`src/rtl/pc_sequencer_if.sv`:
```
// Purpose: bundles the instruction-memory, datapath and ACB-control signals of pc_sequencer.
// Latency: none; this is wiring only.
// Backpressure: none; instr_valid is a one-way strobe and the sequencer never stalls the source.
//
// Ports:
//   instr, instr_valid, zero                       : from instruction memory / datapath
//   sel_addr, address_j, label, pc_shadow          : to / about the ACB program counter
//   ir, ir_load, exec_valid, halted, fault, wrap_flag : instruction register and status
interface pc_sequencer_if #(
   parameter int INSTR_W = 16
);
   logic [INSTR_W-1:0] instr;
   logic               instr_valid;
   logic               zero;
   logic [1:0]         sel_addr;
   logic [7:0]         address_j;
   logic [7:0]         label;
   logic [7:0]         pc_shadow;
   logic [INSTR_W-1:0] ir;
   logic               ir_load;
   logic               exec_valid;
   logic               halted;
   logic               fault;
   logic               wrap_flag;

   // Environment side: instruction source and datapath flag, observes the sequencer.
   modport master (
      output instr, instr_valid, zero,
      input  sel_addr, address_j, label, pc_shadow, ir, ir_load,
             exec_valid, halted, fault, wrap_flag
   );

   // Sequencer side.
   modport slave (
      input  instr, instr_valid, zero,
      output sel_addr, address_j, label, pc_shadow, ir, ir_load,
             exec_valid, halted, fault, wrap_flag
   );
endinterface

```
`src/rtl/pc_sequencer.sv`:
```
// Purpose: fetch/branch sequencer driving the ACB selAddr/label/addressJ controls and tracking a shadow PC.
// Latency: instruction latched on the FETCH edge, executed the next cycle; ACB controls are combinational.
// Backpressure: none; instr_valid is accepted only in FETCH and ignored elsewhere.
//
// Ports:
//   clk  : system clock, rising edge
//   rst  : asynchronous active-low reset
//   bus  : pc_sequencer_if.slave (instr/instr_valid/zero in; ACB controls, ir and status out)
module pc_sequencer #(
   parameter int INSTR_W       = 16,
   parameter int FETCH_TIMEOUT = 15,
   parameter int TRAP_ON_WRAP  = 1
) (
   input logic           clk,
   input logic           rst,
   pc_sequencer_if.slave bus
);

   typedef enum logic [2:0] {
      RST_S   = 3'd0,
      FETCH   = 3'd1,
      EXECUTE = 3'd2,
      HALT    = 3'd3,
      FAULT   = 3'd4
   } state_t;

   state_t             state;
   logic [7:0]         pcShadow;
   logic [7:0]         fetchCnt;
   logic [INSTR_W-1:0] irReg;
   logic               wrapReg;

   logic [3:0]         opcode;
   logic [7:0]         imm;
   logic               takeBranch;
   logic [8:0]         nextPc;
   logic [7:0]         cntNext;
   logic [1:0]         selAddr;
   logic [7:0]         addressJ;
   logic [7:0]         labelOut;

   assign opcode  = irReg[INSTR_W-1 -: 4];
   assign imm     = irReg[7:0];
   assign cntNext = fetchCnt + 8'd1;

   // zero is only looked at for the two conditional branches.
   always_comb begin
      takeBranch = 1'b0;
      if (opcode == 4'hC)
         takeBranch = bus.zero;
      else if (opcode == 4'hD)
         takeBranch = ~bus.zero;
   end

   // 9-bit next PC; bit 8 flags a wrap past 0xFF. A jump target is absolute and never wraps.
   always_comb begin
      nextPc = {1'b0, pcShadow} + 9'd1;
      if (opcode == 4'hE)
         nextPc = {1'b0, imm};
      else if (takeBranch)
         nextPc = {1'b0, pcShadow} + {1'b0, imm};
   end

   // ACB controls must settle before the edge that loads the ACB PC.
   // The ACB has no hold, so holding means jumping to the shadow copy.
   always_comb begin
      selAddr  = 2'd0;
      addressJ = 8'h00;
      labelOut = 8'h00;
      case (state)
         RST_S: begin
            selAddr = 2'd0;
         end
         EXECUTE: begin
            if (opcode == 4'hF) begin
               selAddr  = 2'd3;
               addressJ = pcShadow;
            end else if (opcode == 4'hE) begin
               selAddr  = 2'd3;
               addressJ = imm;
            end else if (takeBranch) begin
               selAddr  = 2'd2;
               labelOut = imm;
            end else begin
               selAddr = 2'd1;
            end
         end
         default: begin
            selAddr  = 2'd3;
            addressJ = pcShadow;
         end
      endcase
   end

   always_ff @(posedge clk or negedge rst) begin
      if (!rst) begin
         state    <= RST_S;
         pcShadow <= 8'h00;
         fetchCnt <= 8'h00;
         irReg    <= '0;
         wrapReg  <= 1'b0;
      end else begin
         case (state)
            RST_S: begin
               pcShadow <= 8'h00;
               state    <= FETCH;
            end
            FETCH: begin
               if (bus.instr_valid) begin
                  irReg    <= bus.instr;
                  fetchCnt <= 8'h00;
                  state    <= EXECUTE;
               end else begin
                  fetchCnt <= cntNext;
                  if (cntNext == 8'(FETCH_TIMEOUT))
                     state <= FAULT;
               end
            end
            EXECUTE: begin
               if (opcode == 4'hF) begin
                  state <= HALT;
               end else begin
                  // Commit even on a wrap so the shadow keeps tracking the ACB PC.
                  pcShadow <= nextPc[7:0];
                  if (nextPc[8]) begin
                     wrapReg <= 1'b1;
                     state   <= (TRAP_ON_WRAP != 0) ? FAULT : FETCH;
                  end else begin
                     state <= FETCH;
                  end
               end
            end
            HALT:    state <= HALT;
            FAULT:   state <= FAULT;
            default: state <= FAULT;
         endcase
      end
   end

   assign bus.sel_addr   = selAddr;
   assign bus.address_j  = addressJ;
   assign bus.label      = labelOut;
   assign bus.pc_shadow  = pcShadow;
   assign bus.ir         = irReg;
   assign bus.ir_load    = (state == FETCH) && bus.instr_valid;
   assign bus.exec_valid = (state == EXECUTE);
   assign bus.halted     = (state == HALT);
   assign bus.fault      = (state == FAULT);
   assign bus.wrap_flag  = wrapReg;

endmodule

```
`src/flat_wrapper.sv`:
```
// flat-port wrapper written by rule: the top's interface ports become plain ports
module pc_sequencer_flat 
#(
   parameter int INSTR_W       = 16,
   parameter int FETCH_TIMEOUT = 15,
   parameter int TRAP_ON_WRAP  = 1
)
  (clk, rst, bus_instr, bus_instr_valid, bus_zero, bus_sel_addr, bus_address_j, bus_label, bus_pc_shadow, bus_ir, bus_ir_load, bus_exec_valid, bus_halted, bus_fault, bus_wrap_flag);
  pc_sequencer_if #(.INSTR_W(INSTR_W)) bus_i ();
  input logic clk;
  input logic rst;
  input wire logic [$bits(bus_i.instr)-1:0] bus_instr;
  input wire logic [$bits(bus_i.instr_valid)-1:0] bus_instr_valid;
  input wire logic [$bits(bus_i.zero)-1:0] bus_zero;
  output wire logic [$bits(bus_i.sel_addr)-1:0] bus_sel_addr;
  output wire logic [$bits(bus_i.address_j)-1:0] bus_address_j;
  output wire logic [$bits(bus_i.label)-1:0] bus_label;
  output wire logic [$bits(bus_i.pc_shadow)-1:0] bus_pc_shadow;
  output wire logic [$bits(bus_i.ir)-1:0] bus_ir;
  output wire logic [$bits(bus_i.ir_load)-1:0] bus_ir_load;
  output wire logic [$bits(bus_i.exec_valid)-1:0] bus_exec_valid;
  output wire logic [$bits(bus_i.halted)-1:0] bus_halted;
  output wire logic [$bits(bus_i.fault)-1:0] bus_fault;
  output wire logic [$bits(bus_i.wrap_flag)-1:0] bus_wrap_flag;
  assign bus_i.instr = bus_instr;
  assign bus_i.instr_valid = bus_instr_valid;
  assign bus_i.zero = bus_zero;
  assign bus_sel_addr = bus_i.sel_addr;
  assign bus_address_j = bus_i.address_j;
  assign bus_label = bus_i.label;
  assign bus_pc_shadow = bus_i.pc_shadow;
  assign bus_ir = bus_i.ir;
  assign bus_ir_load = bus_i.ir_load;
  assign bus_exec_valid = bus_i.exec_valid;
  assign bus_halted = bus_i.halted;
  assign bus_fault = bus_i.fault;
  assign bus_wrap_flag = bus_i.wrap_flag;
  pc_sequencer #(.INSTR_W(INSTR_W), .FETCH_TIMEOUT(FETCH_TIMEOUT), .TRAP_ON_WRAP(TRAP_ON_WRAP)) u_core (.clk(clk), .rst(rst), .bus(bus_i));
endmodule
```
`config.mk`:
```
export PLATFORM = sky130hd
export DESIGN_NAME = pc_sequencer_flat
export DESIGN_NICKNAME = d
export VERILOG_FILES = /design/src/rtl/pc_sequencer_if.sv /design/src/rtl/pc_sequencer.sv /design/src/flat_wrapper.sv
export SDC_FILE = /design/constraint.sdc
export NUM_CORES = 1
export LEC_CHECK = 0
export CORE_ASPECT_RATIO = 0.5
export CORE_MARGIN = 2
export CORE_UTILIZATION = 30
export CTS_BUF_LIST = sky130_fd_sc_hd__clkbuf_8
export CTS_CLUSTER_SIZE = 16
export DETAILED_ROUTE_END_ITERATION = 7
export SYNTH_ARGS = -nofsm -noshare
export SYNTH_HDL_FRONTEND = slang
export SYNTH_SLANG_ARGS = --single-unit
```
`constraint.sdc`:
```
create_clock -name clk -period 2.65 [get_ports clk]
set_clock_uncertainty 0.2 [all_clocks]
set_input_delay 0.3975 -clock clk [delete_from_list [all_inputs] [get_ports clk]]
set_output_delay 0.3975 -clock clk [all_outputs]
set_load 0.02 [all_outputs]
```
==> results by group, run 1 <==
Status
  • Status: finished, violations left
  • Failing checks: setup timing

Layout
  • Area of the multi-input gates: between 1000 and 1500 um^2
  • Ant diodes: 0
  • Fillcell total: roughly 660
  • Most common cell after layout, fill and taps aside: clkdlybuf4s50_1
  • Commonest cells after routing, fill and taps aside: 45 x clkdlybuf4s50_1, 35 x dfrtp_1, 33 x buf_4
  • Nets: 335
  • Final Core Density: between 40% and 50%
  • Layout cells sized above 1: roughly 30%
  • Final Cell Area: around 3300 um^2
  • Reg area: between 900 and 1000 um^2
  • Syn-to-layout area delta: 53.2%

Timing
  • Max-slew headroom: between 60% and 70%
  • Final WS setup: -0.0310 ns
  • Total negative slack: -0.0564 ns
  • Max Freq: roughly 370 MHz
  • Max Slew Vio Count: 0
  • Worst-Margin Slew: between 0.4 and 0.5 ns
  • Post-layout min period: approximately 2.7 ns
  • Final setup viols: 2
  • Fin. Hold Viols: 0
  • Final Cycle Share: 101%
  • RSZ-0062 raised after global routing: yes

GRT
  • Largest net degree at the start of global routing: 37
  • Vias in the first global route: ~2,100
  • All-Layer GR Usage: around 17%
  • Grt total ovfl: 0
  • Initial antenna violation count: 0
  • First-pass GRT wire length: about 10 mm

Synth
  • Synth warnings: 0
  • Async S/R FF share, synth: between 90% and 100%
  • Main synth FF type: dfrtp_1
  • Post-Synthesis Cells: 203
  • Number of flops mapped to enable cells by yosys: 0
  • Mapped Nets: about 230
  • Cell area after synthesis: between 2000 and 2500 um^2
  • Synthesized area per cell: roughly 10 um^2
  • Post-synthesis sequential area ratio: between 40% and 50%
  • Yosys cell types: 45
  • FF+latch count, synth: 36

Setup path
  • Worst path required time: between 2 and 3 ns
  • CP Cell Sequence: xnor2_2 -> nor3_4 -> nand2b_1 -> ha_2 -> fa_2 -> a211oi_2 -> nor2_2 -> o311a_1 -> nor3_2 -> o21bai_1
  • Crit end category: register
  • Critical path startpoint category: register
  • CP max stage delay: 0.43 ns
  • Arrival @ worst endpoint: roughly 2.7 ns
  • Slowest CP cell: dfrtp_2
  • Crit path max fanout: 3
  • Critical path type: register to register

Placement
  • Place WS: -0.466 ns
  • GP Congestion: 0.816
  • Port Buf Inserts: 66
  • HPWL Detailed: about 4.5 mm
  • Area post-placement: about 3100 um^2

Pwr
  • Worst VDD drop: 0.238 mV
  • PwrDens: 544 nW/um^2
  • Leakage: 0.00160 uW

Route
  • Drt total wl: 6.00 mm
  • Drt pass-1 iters: 4
  • DR DRC count: 0
  • Post-DRT Antenna Nets: 0
  • Initial drt markers: roughly 110
  • Vias: just under 2,000
  • DR WL/cell: between 15 and 20 um
  • Vias per cell: 4.93

CTS
  • Root buffer cell: clkbuf_8
  • Skew-Pair Late Insertion Delay: around 0.29 ns
  • CTS tree: yes
  • TritonCTS buffer count: 5
  • Worst-path clk slew: about 0.080 ns
  • H-tree depth: 2
  • Clock sinks: 36
  • Clock Tree Buf Depth: 2
  • # hold bufs at CTS: 0

Floorplanning
  • I/O pins: 67
  • Die Span Y: 63.5 um
  • Die area: between 7000 and 8000 um^2
  • Std-Cell Core Area: 6780 um^2
  • Row count: 21
  • Die width: between 100 and 150 um
  • Initial Util: 31.4%

Flow run
  • MaxCap Viol Count: 0

Worst hold path
  • Hold Path Class: register to register
==> sequential cells by signal (all words and copies together), names as in the netlist <==
register              cells
u_core.state              3
u_core.bus.wrap_flag      1
u_core.bus.ir            16
u_core.fetchCnt           8
u_core.bus.pc_shadow      8
==> critical path, delay by kind of cell, from the launching register on <==
kind	cells	cell delay, ns
adders and majority gates	2	0.54
AOI/OAI and AO/OA	3	0.70
xor gates and xnor gates	1	0.15
DFF	1	0.43
and+or+nand+nor	4	0.54
==> power breakdown <==
part           internal [uW]  switching [uW]  total, uW
Combinational            332             287        619
Sequential               636             100        736
Clock                    208             210        417
Total                   1180             597       1770
==> layer usage <==
| layer | up-vias | track usage (%) | wire (um) |
|---|---|---|---|
| li1 | 952 | - | - |
| met1 | 974 | 21.6 | 2760 |
| met2 | 26 | 27.8 | 3010 |
| met3 | 6 | 3.99 | 171 |
| met4 | 0 | 3.84 | 53 |
| met5 | - | 0 | 0 |
==> synth_stat cells (2+ instances only) <==
| library cell | count | area share [%] |
|---|---|---|
| ha_1 | 10 | 5.9 |
| nor3_1 | 12 | 2.8 |
| a211oi_1 | 4 | 1.4 |
| nor2b_1 | 2 | 0.59 |
| mux2_2 | 16 | 8.5 |
| o21bai_1 | 3 | 1.1 |
| nor2_2 | 3 | 0.88 |
| a22o_2 | 8 | 3.8 |
| o21ai_0 | 14 | 3.3 |
| a21o_1 | 11 | 3.9 |
| nor2_1 | 5 | 0.88 |
| and3_1 | 11 | 3.2 |
| nor3b_1 | 2 | 0.71 |
| and2_1 | 7 | 2.1 |
| nand2_1 | 9 | 1.6 |
| clkbuf_1 | 3 | 0.53 |
| inv_1 | 4 | 0.71 |
| a21oi_1 | 7 | 1.6 |
| nand3_1 | 4 | 0.94 |
| dfrtp_1 | 36 | 42 |
| o31ai_1 | 2 | 0.71 |
| a31oi_1 | 3 | 0.88 |
| xnor2_1 | 5 | 2.1 |
==> metrics by stage <==
step                power [uW]  hold WS (ns)  instances
floorplan                 1030       -0.0981        203
global placement          1340         0.278        382
detailed placement        1350         0.282        382
CTS                       1770         0.303        392
global route              1880         0.311        397
finish                    1770         0.310        397
==> kinds of logic (layout without fill, tap and decap cells) <==
group	after synthesis	in the layout	share of synthesized area, %
buffers and inverters	10	112	2.24
adder cells (fa/ha/maj)	11	11	6.83
multiplexers	17	17	8.95
flip-flops	36	36	42.4
XOR/XNOR	6	6	2.47
AND/OR/NAND/NOR	66	66	18.5
AO/OA/AOI/OAI	57	57	18.6
==> worst paths after layout <==
check                                                  from                          endpoint  slack (ns)  cells past startpoint
min in group asynchronous                               rst      u_core.bus.ir[4]$_DFFE_PN0P_        0.33                      2
setup reg to reg              u_core.bus.ir[12]$_DFFE_PN0P_  u_core.bus.wrap_flag$_DFFE_PN0P_       -0.03                     10
max in group asynchronous                               rst     u_core.bus.ir[12]$_DFFE_PN0P_        1.54                      2
hold reg to reg            u_core.bus.wrap_flag$_DFFE_PN0P_  u_core.bus.wrap_flag$_DFFE_PN0P_        0.31                      1
setup / recovery              u_core.bus.ir[12]$_DFFE_PN0P_  u_core.bus.wrap_flag$_DFFE_PN0P_       -0.03                     10
hold / removal             u_core.bus.wrap_flag$_DFFE_PN0P_  u_core.bus.wrap_flag$_DFFE_PN0P_        0.31                      1
==> final cells by class <==
class | count | area share (%)
flip-flops and latches | 36 | 27.7
clock inverters | 2 | 0.346
multi-input cells | 157 | 37.8
repair buffers | 100 | 27.6
well taps | 92 | 3.53
clock buffers | 6 | 2.54
inverters | 4 | 0.461
==> timing repair <==
action,4_1_cts,5_1_grt
hold endpoints to repair,0,0
gates cloned,0,0
gates resized for setup,31,16
pin swaps,11,11
endpoints found under the setup margin,25,21
setup buffers,2,5
(Power assumes the default switching activity.)
==> run 2: changes to the inputs <==
- CORE_MARGIN: 2 -> unset
- TNS_END_PERCENT: unset -> 50
==> run 2 against run 1 <==
  * The flow still finishes with violations (setup timing)
  * Clock power up 2%
  * Register-to-register slack better by 0.02 ns
  * Via count is 2.5% lower
  * First-iteration DRC count shrank 29%
  * Largest power group unchanged
  * Utilization shrank 0.57 points
  * Die area is 4.7% lower
  * Total power rose by 0.12%
  * Sequential power hardly changed
  * Non-clock buffer count is 5 lower
  * Combinational power fell by 0.8%
  * Final area shrank 1.6%
  * Count of clock-buffer cells in the layout rose by 1
  * Highest routed layer unchanged
==> results by group, run 2 (same netlist as run 1, synthesis figures left out) <==
CTS
  • TritonCTS buffer count: 5 (unchanged)
  • Worst-path clk slew: 0.07 ns (was 0.08 ns)
  • H-tree depth: 2 (unchanged)
  • Skew-Pair Late Insertion Delay: 0.28 ns (was 0.29 ns)
  • CTS tree: yes (unchanged)
  • Clock sinks: 36 (unchanged)
  • Clock Tree Buf Depth: 2 (unchanged)
  • Root buffer cell: clkbuf_8 (unchanged)

Layout
  • Syn-to-layout area delta: 50.8% (was 53.2%)
  • Fillcell total: 621 (was 659)
  • Most common cell after layout, fill and taps aside: clkdlybuf4s50_1 (unchanged)
  • Final Core Density: 47.5% (was 48.0%)
  • Layout cells sized above 1: 30.4% (was 30.2%)
  • Ant diodes: 0 (unchanged)
  • Nets: 330 (was 335)
  • Commonest cells after routing, fill and taps aside: 44 x clkdlybuf4s50_1, 35 x dfrtp_1, 28 x buf_4 (was 45 x clkdlybuf4s50_1, 35 x dfrtp_1, 33 x buf_4)
  • Max FFs per register: 16 (unchanged)

Timing
  • Max Freq: 376 MHz (was 373 MHz)
  • Final WS setup: -0.00706 ns (was -0.0310 ns)
  • RSZ-0062 raised after global routing: yes (unchanged)
  • Worst-Margin Slew: 0.825 ns (was 0.487 ns)
  • Final Cycle Share: 100% (was 101%)
  • Post-layout min period: 2.66 ns (was 2.68 ns)
  • Fin. Hold Viols: 0 (unchanged)
  • Max-slew headroom: 45.0% (was 67.5%)
  • Final setup viols: 1 (was 2)
  • Max Slew Vio Count: 0 (unchanged)

Flow run
  • MaxCap Viol Count: 0 (unchanged)

Route
  • Drt total wl: 5.71 mm (was 6.00 mm)
  • Vias: 1,910 (was 1,958)
  • Initial drt markers: 77 (was 109)
  • DR DRC count: 0 (unchanged)
  • DR WL/cell: 14.6 um (was 15.1 um)
  • Vias per cell: 4.88 (was 4.93)
  • Drt pass-1 iters: 4 (unchanged)
  • Post-DRT Antenna Nets: 0 (unchanged)

Setup path
  • Worst Reg-to-Reg Cells: 10 (unchanged)
  • Arrival @ worst endpoint: 2.62 ns (was 2.66 ns)
  • Crit end category: register (unchanged)
  • Slowest CP cell: dfrtp_2 (unchanged)
  • Worst path required time: 2.62 ns (was 2.63 ns)
  • R2R setup slack: -0.007 ns (was -0.03 ns)
  • Family with the most delay on the worst path: compound AO/OA/AOI/OAI gates (unchanged)
  • Crit path max fanout: 3 (unchanged)
  • CP Cell Sequence: xnor2_2 -> nor3_4 -> nand2b_1 -> ha_2 -> fa_2 -> a211oi_4 -> nor2_2 -> o311a_1 -> nor3_2 -> o21ai_1 (was xnor2_2 -> nor3_4 -> nand2b_1 -> ha_2 -> fa_2 -> a211oi_2 -> nor2_2 -> o311a_1 -> nor3_2 -> o21bai_1)
  • Critical path type: register to register (unchanged)
  • Critical path startpoint category: register (unchanged)
  • Reg2reg start: u_core.bus.ir[12]$_DFFE_PN0P_ (unchanged)
  • RR Endpoint: u_core.state[2]$_DFFE_PN0P_ (was u_core.bus.wrap_flag$_DFFE_PN0P_)
  • CP Buf/Inv Count: 0 (unchanged)
  • CP max stage delay: 0.43 ns (about the same)

Placement
  • HPWL Detailed: 4.31 mm (was 4.48 mm)
  • GP Congestion: 0.915 (was 0.816)
  • Port Buf Inserts: 66 (unchanged)

Floorplanning
  • Initial Util: 31.5% (was 31.4%)
  • Die area: 7450 um^2 (was 7820 um^2)
  • Die Span Y: 61.5 um (was 63.5 um)
  • I/O pins: 67 (unchanged)
  • Row count: 21 (unchanged)
  • Std-Cell Core Area: 6750 um^2 (was 6780 um^2)
  • Die width: 121 um (was 123 um)

GRT
  • All-Layer GR Usage: 16.1% (was 16.6%)
  • Grt total ovfl: 0 (unchanged)
  • Largest net degree at the start of global routing: 37 (unchanged)
  • Vias in the first global route: 1,896 (was 2,053)
  • First-pass GRT wire length: 9.15 mm (was 10.1 mm)
  • Initial antenna violation count: 0 (unchanged)

Pwr
  • Leakage: 0.00158 uW (was 0.00160 uW)
  • Tot Pwr: 1770 uW (about the same)
  • PwrDens: 553 nW/um^2 (was 544 nW/um^2)
  • Worst VDD drop: 0.267 mV (was 0.238 mV)

Worst hold path
  • Hold Path Class: input pin to async pin (was register to register)

Status
  • Failing checks: setup timing (unchanged)
  • Status: finished, violations left (unchanged)
[run 2: repair_timing]
action                                  4_1_cts  5_1_grt
gates resized for setup                      29       21
buffers inserted                              1        3
hold buffers                                  0        0
pin swaps                                    10       11
endpoints found under the setup margin       23       18
[run 2: how the worst max path moves through the flow]
stage                                       start                                   to  depth (start not counted)
floorplan           u_core.bus.ir[12]$_DFFE_PN0P_  u_core.bus.pc_shadow[7]$_DFFE_PN0P_                         10
global placement                         bus_zero  u_core.bus.pc_shadow[7]$_DFFE_PN0P_                         11
detailed placement                       bus_zero          u_core.state[0]$_DFFE_PN0P_                         11
CTS                 u_core.bus.ir[12]$_DFFE_PN0P_     u_core.bus.wrap_flag$_DFFE_PN0P_                         10
global route        u_core.bus.ir[12]$_DFFE_PN0P_          u_core.state[2]$_DFFE_PN0P_                         10
finish              u_core.bus.ir[12]$_DFFE_PN0P_          u_core.state[2]$_DFFE_PN0P_                         10
[run 2: per-stage QoR]
step	cells	setup TNS, ns	area (um^2)	hold WS (ns)	worst slack (ns)
3_5_place_dp	380	-4.01	3070	0.265	-0.501
5_1_grt	391	-0.576	3210	0.0728	-0.182
3_3_place_gp	380	-3.33	3070	0.273	-0.391
2_1_floorplan	203	-0.161	2130	-0.0981	-0.0438
4_1_cts	388	-0.353	3160	0.0436	-0.111
6_report	391	-0.00706	3210	0.00730	-0.00706
[run 2: area by class of cell]
cell class | count | area (um^2) | share of cell area [%]
multi-input cells | 157 | 1240 | 38.6
flip-flops and latches | 36 | 902 | 28.1
repair buffers | 95 | 841 | 26.2
well taps | 92 | 115 | 3.59
clock buffers | 7 | 96.3 | 3.01
inverters | 4 | 15.0 | 0.468
[run 2: routing by layer]
| metal | vias up | wire length, um | global-route usage (%) |
|---|---|---|---|
| met5 | - | 0 | 0 |
| met4 | 0 | 17 | 2.29 |
| met3 | 2 | 134 | 3.70 |
| met2 | 20 | 2950 | 30.3 |
| met1 | 946 | 2600 | 19.8 |
| li1 | 942 | - | - |
[run 2: power by group]
part | total [uW] | switching, uW | internal, uW
clock network | 426 | 194 | 232
logic | 614 | 284 | 330
registers | 735 | 98.7 | 636
total | 1770 | 577 | 1200
==> run 3: changes to the inputs <==
- CAP_MARGIN: unset -> 20
- MAX_ROUTING_LAYER: unset -> met4
- SLEW_MARGIN: unset -> 5
==> run 3 against run 2 <==
  * The flow still finishes with violations (setup timing)
  * Setup slack about the same
  * Critical path depth unchanged
  * Wire length up 0.11%
  * Combinational power about the same
  * Count of clock-buffer cells in the layout unchanged
  * Hold slack worse by 0.00053 ns
  * Via count up 0.10%
  * Non-clock buffer count unchanged
==> results by group, run 3 (same netlist as run 1, synthesis figures left out) <==
Route
  • Post-DRT Antenna Nets: 0 (unchanged)
  • M1 WL: 2.61 mm (was 2.60 mm)
  • Initial drt markers: 78 (was 77)
  • DR WL/cell: 14.6 um (about the same)
  • Met2 Wirelength: 2.96 mm (was 2.95 mm)
  • Drt total wl: 5.71 mm (about the same)
  • Vias: 1,912 (was 1,910)
  • Uppermost routed layer: met3 (was met4)
  • DR DRC count: 0 (unchanged)
  • Drt pass-1 iters: 4 (unchanged)
  • Vias per cell: 4.89 (was 4.88)
  • DR WL met3: 136 um (was 134 um)

Placement
  • GP Congestion: 0.931 (was 0.915)
  • HPWL Detailed: 4.31 mm (unchanged)
  • Port Buf Inserts: 66 (unchanged)
  • Area post-placement: 3070 um^2 (unchanged)
  • Place WS: -0.501 ns (unchanged)

Layout
  • Syn-to-layout area delta: 50.8% (unchanged)
  • Max FFs per register: 16 (unchanged)
  • Final Cell Area: 3210 um^2 (unchanged)
  • Most common cell after layout, fill and taps aside: clkdlybuf4s50_1 (unchanged)
  • Nets: 330 (unchanged)
  • Ant diodes: 0 (unchanged)
  • Layout cells sized above 1: 30.4% (unchanged)
  • Final Core Density: 47.5% (unchanged)
  • Fillcell total: 621 (unchanged)
  • Commonest cells after routing, fill and taps aside: 44 x clkdlybuf4s50_1, 35 x dfrtp_1, 28 x buf_4 (unchanged)

Setup path
  • Worst Reg-to-Reg Cells: 10 (unchanged)
  • RR Endpoint: u_core.state[2]$_DFFE_PN0P_ (unchanged)
  • Crit end category: register (unchanged)
  • Critical path startpoint category: register (unchanged)
  • Worst path required time: 2.62 ns (about the same)
  • Critical path type: register to register (unchanged)
  • Crit path from: u_core.bus.ir[12]$_DFFE_PN0P_ (unchanged)
  • R2R setup slack: -0.007 ns (about the same)
  • Crit path max fanout: 3 (unchanged)
  • Arrival @ worst endpoint: 2.62 ns (about the same)
  • Worst setup path endpoint: u_core.state[2]$_DFFE_PN0P_ (unchanged)
  • Reg2reg start: u_core.bus.ir[12]$_DFFE_PN0P_ (unchanged)

CTS
  • H-tree depth: 2 (unchanged)
  • Root buffer cell: clkbuf_8 (unchanged)
  • CTS tree: yes (unchanged)
  • TritonCTS buffer count: 5 (unchanged)
  • Clock Tree Buf Depth: 2 (unchanged)
  • Worst-path clk slew: 0.07 ns (about the same)
  • # hold bufs at CTS: 0 (unchanged)
  • Skew-Pair Late Insertion Delay: 0.28 ns (about the same)
  • Clock sinks: 36 (unchanged)

Timing
  • Worst-Margin Slew: 0.826 ns (was 0.825 ns)
  • Total negative slack: -0.00699 ns (was -0.00706 ns)
  • Final setup viols: 1 (unchanged)
  • RSZ-0062 raised after global routing: yes (unchanged)
  • Fin. Hold Viols: 0 (unchanged)
  • Post-layout min period: 2.66 ns (about the same)
  • Hold slack final: 0.00677 ns (was 0.00730 ns)
  • Max-slew headroom: 45.0% (about the same)
  • Max Freq: 376 MHz (about the same)
  • Max Slew Vio Count: 0 (unchanged)
  • Final WS setup: -0.00699 ns (was -0.00706 ns)
  • Final Cycle Share: 100% (about the same)

Pwr
  • Leakage: 0.00158 uW (unchanged)
  • PwrDens: 554 nW/um^2 (was 553 nW/um^2)
  • Worst VDD drop: 0.267 mV (about the same)

GRT
  • Vias in the first global route: 1,897 (was 1,896)
  • Grt total ovfl: 0 (unchanged)
  • Largest net degree at the start of global routing: 37 (unchanged)
  • First-pass GRT wire length: 9.15 mm (unchanged)
  • All-Layer GR Usage: 16.7% (was 16.1%)
  • Initial antenna violation count: 0 (unchanged)

Floorplanning
  • Die Span Y: 61.5 um (unchanged)
  • I/O pins: 67 (unchanged)
  • Die width: 121 um (unchanged)
  • Die area: 7450 um^2 (unchanged)
  • Initial Util: 31.5% (unchanged)
  • Row count: 21 (unchanged)
  • Std-Cell Core Area: 6750 um^2 (unchanged)

Flow run
  • MaxCap Viol Count: 0 (unchanged)

Worst hold path
  • Hold Path Class: input pin to async pin (unchanged)

Status
  • Status: finished, violations left (unchanged)
  • Failing checks: setup timing (unchanged)
run 3: cell counts in the layout (fill, tap and decap cells not counted):
Identical to the previous run, type by type.
run 3: repair_timing:
item / CTS / global route
gates resized for setup: 29 / 21
buffers inserted: 1 / 3
pin swaps: 10 / 11
endpoints found under the setup margin: 23 / 18
run 3: power breakdown:
part / switching [uW] / internal (uW) / total [uW]
sequential: 98.7 / 636 / 735
combinational: 284 / 330 / 614
clock: 194 / 232 / 426
run 3: how the worst min path moves through the flow:
stage | start | to | slack (ns) | depth (start not counted)
after global routing | rst | u_core.fetchCnt[6]$_DFFE_PN0N_ | 0.07 | 1
final | rst | u_core.fetchCnt[6]$_DFFE_PN0N_ | 0.007 | 1
after CTS | rst | u_core.fetchCnt[6]$_DFFE_PN0N_ | 0.04 | 1
after detailed placement | u_core.bus.wrap_flag$_DFFE_PN0P_ | u_core.bus.wrap_flag$_DFFE_PN0P_ | 0.27 | 1
after global placement | u_core.bus.wrap_flag$_DFFE_PN0P_ | u_core.bus.wrap_flag$_DFFE_PN0P_ | 0.27 | 1
after floorplan | rst | u_core.bus.ir[0]$_DFFE_PN0P_ | -0.1 | 0
run 3: worst max-delay path: stages, from the launching register on:
cell and delay [ns]:
dfrtp_2 0.43, xnor2_2 0.15, nor3_4 0.17, nand2b_1 0.08, ha_2 0.19, fa_2 0.37, a211oi_4 0.23, nor2_2 0.09
o311a_1 0.33, nor3_2 0.21, o21ai_1 0.09
run 3: layer usage:
layer / vias up / track usage, %
li1: 942 / -
met1: 947 / 19.8
met2: 23 / 30.3
met3: 0 / 3.70
met4: 0 / 2.29
met5: - / -
run 3: cell type report:
class | count | area (um^2) | share of cell area, %
well taps | 92 | 115 | 3.59
clock buffers | 7 | 96.3 | 3.01
flip-flops and latches | 36 | 902 | 28.1
multi-input cells | 157 | 1240 | 38.6
repair buffers | 95 | 841 | 26.2
inverters | 4 | 15.0 | 0.468
run 3: per-stage QoR:
step                instances  total power [uW]
floorplan                 203              1030
CTS                       388              1780
global route              391              1880
finish                    391              1770
detailed placement        380              1350
global placement          380              1330
